[config.mk]
export PLATFORM = sky130hd
export DESIGN_NAME = user_img_stats_engine
export DESIGN_NICKNAME = d
export VERILOG_FILES = /design/src/rtl/user_img_stats_engine.sv
export SDC_FILE = /design/constraint.sdc
export NUM_CORES = 1
export LEC_CHECK = 0
export CAP_MARGIN = 20
export CORE_MARGIN = 5
export CORE_UTILIZATION = 45
export DETAILED_ROUTE_END_ITERATION = 16
export PLACE_DENSITY = 0.65
export SYNTH_ARGS = -nofsm -noshare
export SYNTH_HDL_FRONTEND = slang
export SYNTH_SLANG_ARGS = --single-unit
[constraint.sdc]
create_clock -name clk_i -period 16.05 [get_ports clk_i]
set_input_delay 3.21 -clock clk_i [delete_from_list [all_inputs] [get_ports clk_i]]
set_output_delay 3.21 -clock clk_i [all_outputs]
set_load 0.01 [all_outputs]
[src/rtl/user_img_stats_engine.sv]
// Image statistics engine: scans bytes over an OBI manager port, reports min/max/sum
// and publishes the auto threshold (min+max)>>1. Configured via an MMIO OBI subordinate.

package user_img_stats_pkg;

  typedef struct packed {
    logic [31:0] addr;
    logic        we;
    logic [3:0]  be;
    logic [31:0] wdata;
    logic [0:0]  aid;
  } obi_a_chan_t;

  typedef struct packed {
    logic        req;
    obi_a_chan_t a;
  } obi_req_t;

  typedef struct packed {
    logic [31:0] rdata;
    logic [0:0]  rid;
    logic        err;
  } obi_r_chan_t;

  typedef struct packed {
    logic        gnt;
    logic        rvalid;
    obi_r_chan_t r;
  } obi_rsp_t;

endpackage

module user_img_stats_engine #(
  parameter type         sbr_obi_req_t = user_img_stats_pkg::obi_req_t,
  parameter type         sbr_obi_rsp_t = user_img_stats_pkg::obi_rsp_t,
  parameter type         mgr_obi_req_t = user_img_stats_pkg::obi_req_t,
  parameter type         mgr_obi_rsp_t = user_img_stats_pkg::obi_rsp_t,
  parameter int unsigned MaxSizeW      = 24
) (
  input  logic         clk_i,
  input  logic         rst_ni,
  input  sbr_obi_req_t obi_sbr_req_i,
  output sbr_obi_rsp_t obi_sbr_rsp_o,
  output mgr_obi_req_t obi_mgr_req_o,
  input  mgr_obi_rsp_t obi_mgr_rsp_i,
  output logic [7:0]   threshold_o,
  output logic         threshold_valid_o
);

  typedef enum logic [2:0] {
    IDLE,
    REQ,
    WAIT_RSP,
    FINISH,
    DONE
  } state_e;

  localparam logic [3:0] RegBase   = 4'd0;
  localparam logic [3:0] RegSize   = 4'd1;
  localparam logic [3:0] RegCtrl   = 4'd2;
  localparam logic [3:0] RegStatus = 4'd3;
  localparam logic [3:0] RegResult = 4'd4;
  localparam logic [3:0] RegSum    = 4'd5;

  function automatic logic [7:0] bytes_min(input logic [31:0] w, input logic [2:0] n,
                                           input logic [7:0] cur);
    logic [7:0] m;
    m = cur;
    for (int i = 0; i < 4; i++) begin
      if (3'(i) < n && w[8*i +: 8] < m) m = w[8*i +: 8];
    end
    return m;
  endfunction

  function automatic logic [7:0] bytes_max(input logic [31:0] w, input logic [2:0] n,
                                           input logic [7:0] cur);
    logic [7:0] m;
    m = cur;
    for (int i = 0; i < 4; i++) begin
      if (3'(i) < n && w[8*i +: 8] > m) m = w[8*i +: 8];
    end
    return m;
  endfunction

  function automatic logic [9:0] bytes_sum(input logic [31:0] w, input logic [2:0] n);
    logic [9:0] s;
    s = '0;
    for (int i = 0; i < 4; i++) begin
      if (3'(i) < n) s = s + {2'b00, w[8*i +: 8]};
    end
    return s;
  endfunction

  state_e state_q, state_d;

  logic [31:0]         base_q;
  logic [MaxSizeW-1:0] size_q;
  logic [31:0]         addr_q;
  logic [MaxSizeW-1:0] remaining_q;
  logic [7:0]          min_q, max_q, threshold_q;
  logic [31:0]         sum_q;
  logic                busy_q, done_q, err_q, size_zero_q, thr_vld_q;
  sbr_obi_rsp_t        sbr_rsp_q;

  logic [3:0]          reg_sel;
  logic                sbr_wr, start;
  logic [31:0]         rdata_d;
  logic [2:0]          nbytes;
  logic [MaxSizeW-1:0] rem_next;
  logic [8:0]          thr_sum;
  logic                unused_inputs;

  assign reg_sel = obi_sbr_req_i.a.addr[5:2];
  assign sbr_wr  = obi_sbr_req_i.req && obi_sbr_req_i.a.we;
  // Only IDLE/DONE are not busy, so a start seen while busy is simply dropped.
  assign start   = sbr_wr && (reg_sel == RegCtrl) && obi_sbr_req_i.a.wdata[0] && !busy_q;

  assign nbytes   = (remaining_q >= MaxSizeW'(4)) ? 3'd4 : remaining_q[2:0];
  assign rem_next = remaining_q - MaxSizeW'(nbytes);
  assign thr_sum  = {1'b0, min_q} + {1'b0, max_q};

  assign threshold_o       = threshold_q;
  assign threshold_valid_o = thr_vld_q;
  assign unused_inputs     = ^{obi_sbr_req_i, obi_mgr_rsp_i};

  always_comb begin
    rdata_d = 32'hDEADBEEF;
    case (reg_sel)
      RegBase:   rdata_d = base_q;
      RegSize:   rdata_d = 32'(size_q);
      RegCtrl:   rdata_d = '0;
      RegStatus: rdata_d = {29'd0, err_q, busy_q, done_q};
      RegResult: rdata_d = {8'h00, threshold_q, max_q, min_q};
      RegSum:    rdata_d = sum_q;
      default:   rdata_d = 32'hDEADBEEF;
    endcase
  end

  always_comb begin
    obi_sbr_rsp_o     = sbr_rsp_q;
    obi_sbr_rsp_o.gnt = obi_sbr_req_i.req;
  end

  // MMIO subordinate: read data is captured in the request cycle, answered one cycle later
  always_ff @(posedge clk_i or negedge rst_ni) begin
    if (!rst_ni) begin
      sbr_rsp_q <= '0;
      base_q    <= '0;
      size_q    <= '0;
    end else begin
      sbr_rsp_q.rvalid  <= obi_sbr_req_i.req;
      sbr_rsp_q.r.err   <= 1'b0;
      if (obi_sbr_req_i.req) begin
        sbr_rsp_q.r.rid   <= obi_sbr_req_i.a.aid;
        sbr_rsp_q.r.rdata <= obi_sbr_req_i.a.we ? 32'd0 : rdata_d;
      end
      if (sbr_wr && !busy_q) begin
        if (reg_sel == RegBase) base_q <= {obi_sbr_req_i.a.wdata[31:2], 2'b00};
        if (reg_sel == RegSize) size_q <= obi_sbr_req_i.a.wdata[MaxSizeW-1:0];
      end
    end
  end

  always_comb begin
    state_d       = state_q;
    obi_mgr_req_o = '0;
    case (state_q)
      IDLE, DONE: begin
        if (start) state_d = (size_q != '0) ? REQ : FINISH;
      end
      REQ: begin
        obi_mgr_req_o.req    = 1'b1;
        obi_mgr_req_o.a.addr = addr_q;
        obi_mgr_req_o.a.we   = 1'b0;
        obi_mgr_req_o.a.be   = 4'hF;
        if (obi_mgr_rsp_i.gnt) state_d = WAIT_RSP;
      end
      WAIT_RSP: begin
        if (obi_mgr_rsp_i.rvalid) begin
          if (obi_mgr_rsp_i.r.err)   state_d = DONE;
          else if (rem_next != '0)   state_d = REQ;
          else                       state_d = FINISH;
        end
      end
      FINISH:  state_d = DONE;
      default: state_d = IDLE;
    endcase
  end

  // Scan engine: state register, per-word statistics and result publication
  always_ff @(posedge clk_i or negedge rst_ni) begin
    if (!rst_ni) begin
      state_q     <= IDLE;
      addr_q      <= '0;
      remaining_q <= '0;
      min_q       <= '0;
      max_q       <= '0;
      sum_q       <= '0;
      threshold_q <= '0;
      thr_vld_q   <= 1'b0;
      busy_q      <= 1'b0;
      done_q      <= 1'b0;
      err_q       <= 1'b0;
      size_zero_q <= 1'b0;
    end else begin
      state_q   <= state_d;
      thr_vld_q <= 1'b0;
      case (state_q)
        IDLE, DONE: begin
          if (start) begin
            addr_q      <= base_q;
            remaining_q <= size_q;
            min_q       <= 8'hFF;
            max_q       <= 8'h00;
            sum_q       <= '0;
            done_q      <= 1'b0;
            err_q       <= 1'b0;
            busy_q      <= 1'b1;
            size_zero_q <= (size_q == '0);
          end
        end
        WAIT_RSP: begin
          if (obi_mgr_rsp_i.rvalid) begin
            if (obi_mgr_rsp_i.r.err) begin
              err_q  <= 1'b1;
              done_q <= 1'b1;
              busy_q <= 1'b0;
            end else begin
              min_q       <= bytes_min(obi_mgr_rsp_i.r.rdata, nbytes, min_q);
              max_q       <= bytes_max(obi_mgr_rsp_i.r.rdata, nbytes, max_q);
              sum_q       <= sum_q + 32'(bytes_sum(obi_mgr_rsp_i.r.rdata, nbytes));
              remaining_q <= rem_next;
              addr_q      <= addr_q + 32'd4;
            end
          end
        end
        FINISH: begin
          if (size_zero_q) begin
            min_q       <= 8'h00;
            max_q       <= 8'h00;
            threshold_q <= 8'h00;
          end else begin
            threshold_q <= thr_sum[8:1];
          end
          thr_vld_q <= 1'b1;
          done_q    <= 1'b1;
          busy_q    <= 1'b0;
        end
        default: ;
      endcase
    end
  end

endmodule
==> run summary <==
Status = complete, no violations
Type of the worst setup path = in2reg
CP Capture Point = min_q[5]
Residual DRC = 0
Pin count of the biggest net entering global routing = 81
Htree depth = 1
Routed len/inst = 22.2 µm
Die H = 194 µm
First-pass detailed-route iteration total = 8
Pleak = 7.93 nW
Unrepaired setup endpoints after global routing = no
Netlist cell types = 82
IO buf count = 154
Filler cells = 3172
Clk slew on worst S/H paths = 0.06 ns
Post-route setup TNS = 0 ns
Hold Path Class = reg2reg
Commonest cells post-synth = dfrtp_1, nand2_1, a21oi_1, inv_1, nor2_1
Final worst path period share = 72.8%
Synth area leaders = dfrtp_1, ha_1, mux2_2
Clk_lat worst skew = 0.52 ns
Wire length after detailed routing = 51600 µm
Die Area = 37500 µm²
Final hold violation count = 0
Vias/cell = 6.13
Layout Cells excl Fill = 2323
Synthesized area = 15200 µm²
Share of cells above drive strength 1 = 8.64%
Worst-margin pin slew = 1.04 ns
Post-layout util = 53.1%
Yosys warns = 0
Max incr delay on CP = 0.97 ns
Area added between synthesis and finish = 16.9%
CTS tree = yes
Launch point of the critical path = obi_mgr_rsp_i[4]
Crit-path slowest cell = clkdlybuf4s50_1
Root Buffer = clkbuf_16
Initial Utilization = 45.5%
Ports = 225
Commonest register cell after synthesis = dfrtp_1
Die W = 194 µm
CP Launch Type = input port
Tmin final = 11.69 ns
Crit path capture type = flip-flop
Post-route ant nets = 0
Clk buf depth = 3
DP Cell Count = 2280
Fmax = 85.6 MHz
Final hold slack = 0.515 ns
Max-slew headroom = 30.8%
Endpoints failing setup = 0
Final #Nets = 2076
Total Power = 2.37 mW
First-pass GRT wire length = 80000 µm
WP data required = 16.48 ns
#FFs+latches synth = 206
Power Density = 134 nW/µm²
Detailed Place HPWL = 38900 µm
Worst r2r src = remaining_q[3]
RR Endpoint = sum_q[15]
Crit path max fanout = 14
R2R setup slack = 7.07 ns
Syn_area_per_cell = 8.66 µm²
Initial DRC count = 1467
Worst vdd ir = 67.1 µV
Max-slew violations = 0
Total number of vias = 14200
Core area = 33400 µm²
Most frequent cell after synthesis = dfrtp_1
Worst r2r path cells = 32
Number of enable flip-flop cells after synthesis = 0
Setup repair bufs after CTS = 0
CTS resizes = 0
Area leader, netlist = dfrtp_1
Clk sinks = 206
Worst hold start = remaining_q[9]
Placer Congestion = 0.945
Max-Cap Viols = 0
Aggregate global-route resource usage = 26.5%
FP Rows = 67
Vias in the first global route = 13500
GRT overflow = 0
Num CTS Buffers = 24
Gate Count Post-Synth = 1751
Clk_skew = 0.00958 ns
Top cell type's share of synthesized area = 34.0%
Asr flop ratio synth = 100%
Hold-fix buffers, CTS = 0
Crit path DAT = 12.11 ns
Initial antenna violation count = 0
Seq/Total Area, Yosys = 34.0%
worst max-delay path: cells and delay by family:
family | cells | cell delay (ns)
AOI/OAI and AO/OA | 18 | 4.11
and+or+nand+nor | 7 | 1.78
adders and majority gates | 4 | 1.35
muxes | 1 | 0.35
buffers and inverters | 3 | 1.29
metrics by stage:
step / setup slack, ns / instance area [µm²]
3_3_place_gp: 4.19 / 17000
3_5_place_dp: 4.14 / 17000
4_1_cts: 4.68 / 17700
5_1_grt: 4.00 / 17700
6_report: 4.36 / 17700
2_1_floorplan: 5.91 / 15300
flip-flops by register name, summed over array words and instances (netlist names), 3 cells and up:
| name | cells |
|---|---|
| max_q | 8 |
| base_q | 30 |
| sum_q | 32 |
| min_q | 8 |
| size_q | 24 |
| obi_sbr_rsp_o | 34 |
| state_q | 3 |
| remaining_q | 24 |
| threshold_o | 8 |
| addr_q | 30 |
cells in the final DEF, fill, tap and decap left out, types with 27 or more instances in the layout:
master and instances:
a21o_1 27, a21oi_1 121, and2_1 38, and3_1 30, clkdlybuf4s50_1 153, conb_1 38, dfrtp_1 206, ha_1 103
inv_1 112, mux2_2 60, nand2_1 167, nand3_1 36, nor2_1 106, o21ai_0 107, o22ai_1 45, xnor2_1 35
cell families (layout without fill, tap and decap cells):
logic type | count (synthesis) | after routing | synth area share (%)
XOR/XNOR | 46 | 46 | 2.66
multiplexers | 74 | 74 | 5.38
AND/OR/NAND/NOR | 537 | 537 | 17.7
adder cells (fa/ha/maj) | 110 | 110 | 9.29
flip-flops | 206 | 206 | 34.0
AO/OA/AOI/OAI | 530 | 530 | 23.7
other | 2 | 39 | 0.0495
buffers and inverters | 246 | 333 | 7.28
per-layer routing:
metal  share of wire [%]  wire [µm]  GRT usage, %
met2                  45      23300          41.5
met3                 7.9       4080          4.59
met4                 2.9       1500          7.13
met1                  44      22800          38.1
met5                   0          0             0
cell type report:
class | count | area [µm²] | share of cell area, %
clock inverters | 11 | 97.6 | 0.551
multi-input cells | 1335 | 9090 | 51.3
repair buffers | 180 | 1740 | 9.82
well taps | 448 | 561 | 3.16
diodes | 1 | 2.50 | 0.0141
inverters | 112 | 420 | 2.37
flip-flops and latches | 206 | 5150 | 29.1
clock buffers | 30 | 653 | 3.69
report_power, final:
group	switching (mW)	total [mW]	internal (mW)	leakage, nW
Sequential	0.105	0.691	0.586	2.75
Clock	0.221	0.525	0.304	0.374
Combinational	0.685	1.16	0.473	4.80
Total	1.01	2.37	1.36	7.93
worst min-delay path by stage:
stage,cells after the start,endpoint
global route,1,obi_sbr_rsp_o[1]
finish,2,remaining_q[9]
floorplan,2,addr_q[10]
CTS,2,addr_q[10]
global placement,2,remaining_q[9]
detailed placement,1,obi_sbr_rsp_o[4]
No activity file was read; power rests on OpenSTA's default activity.
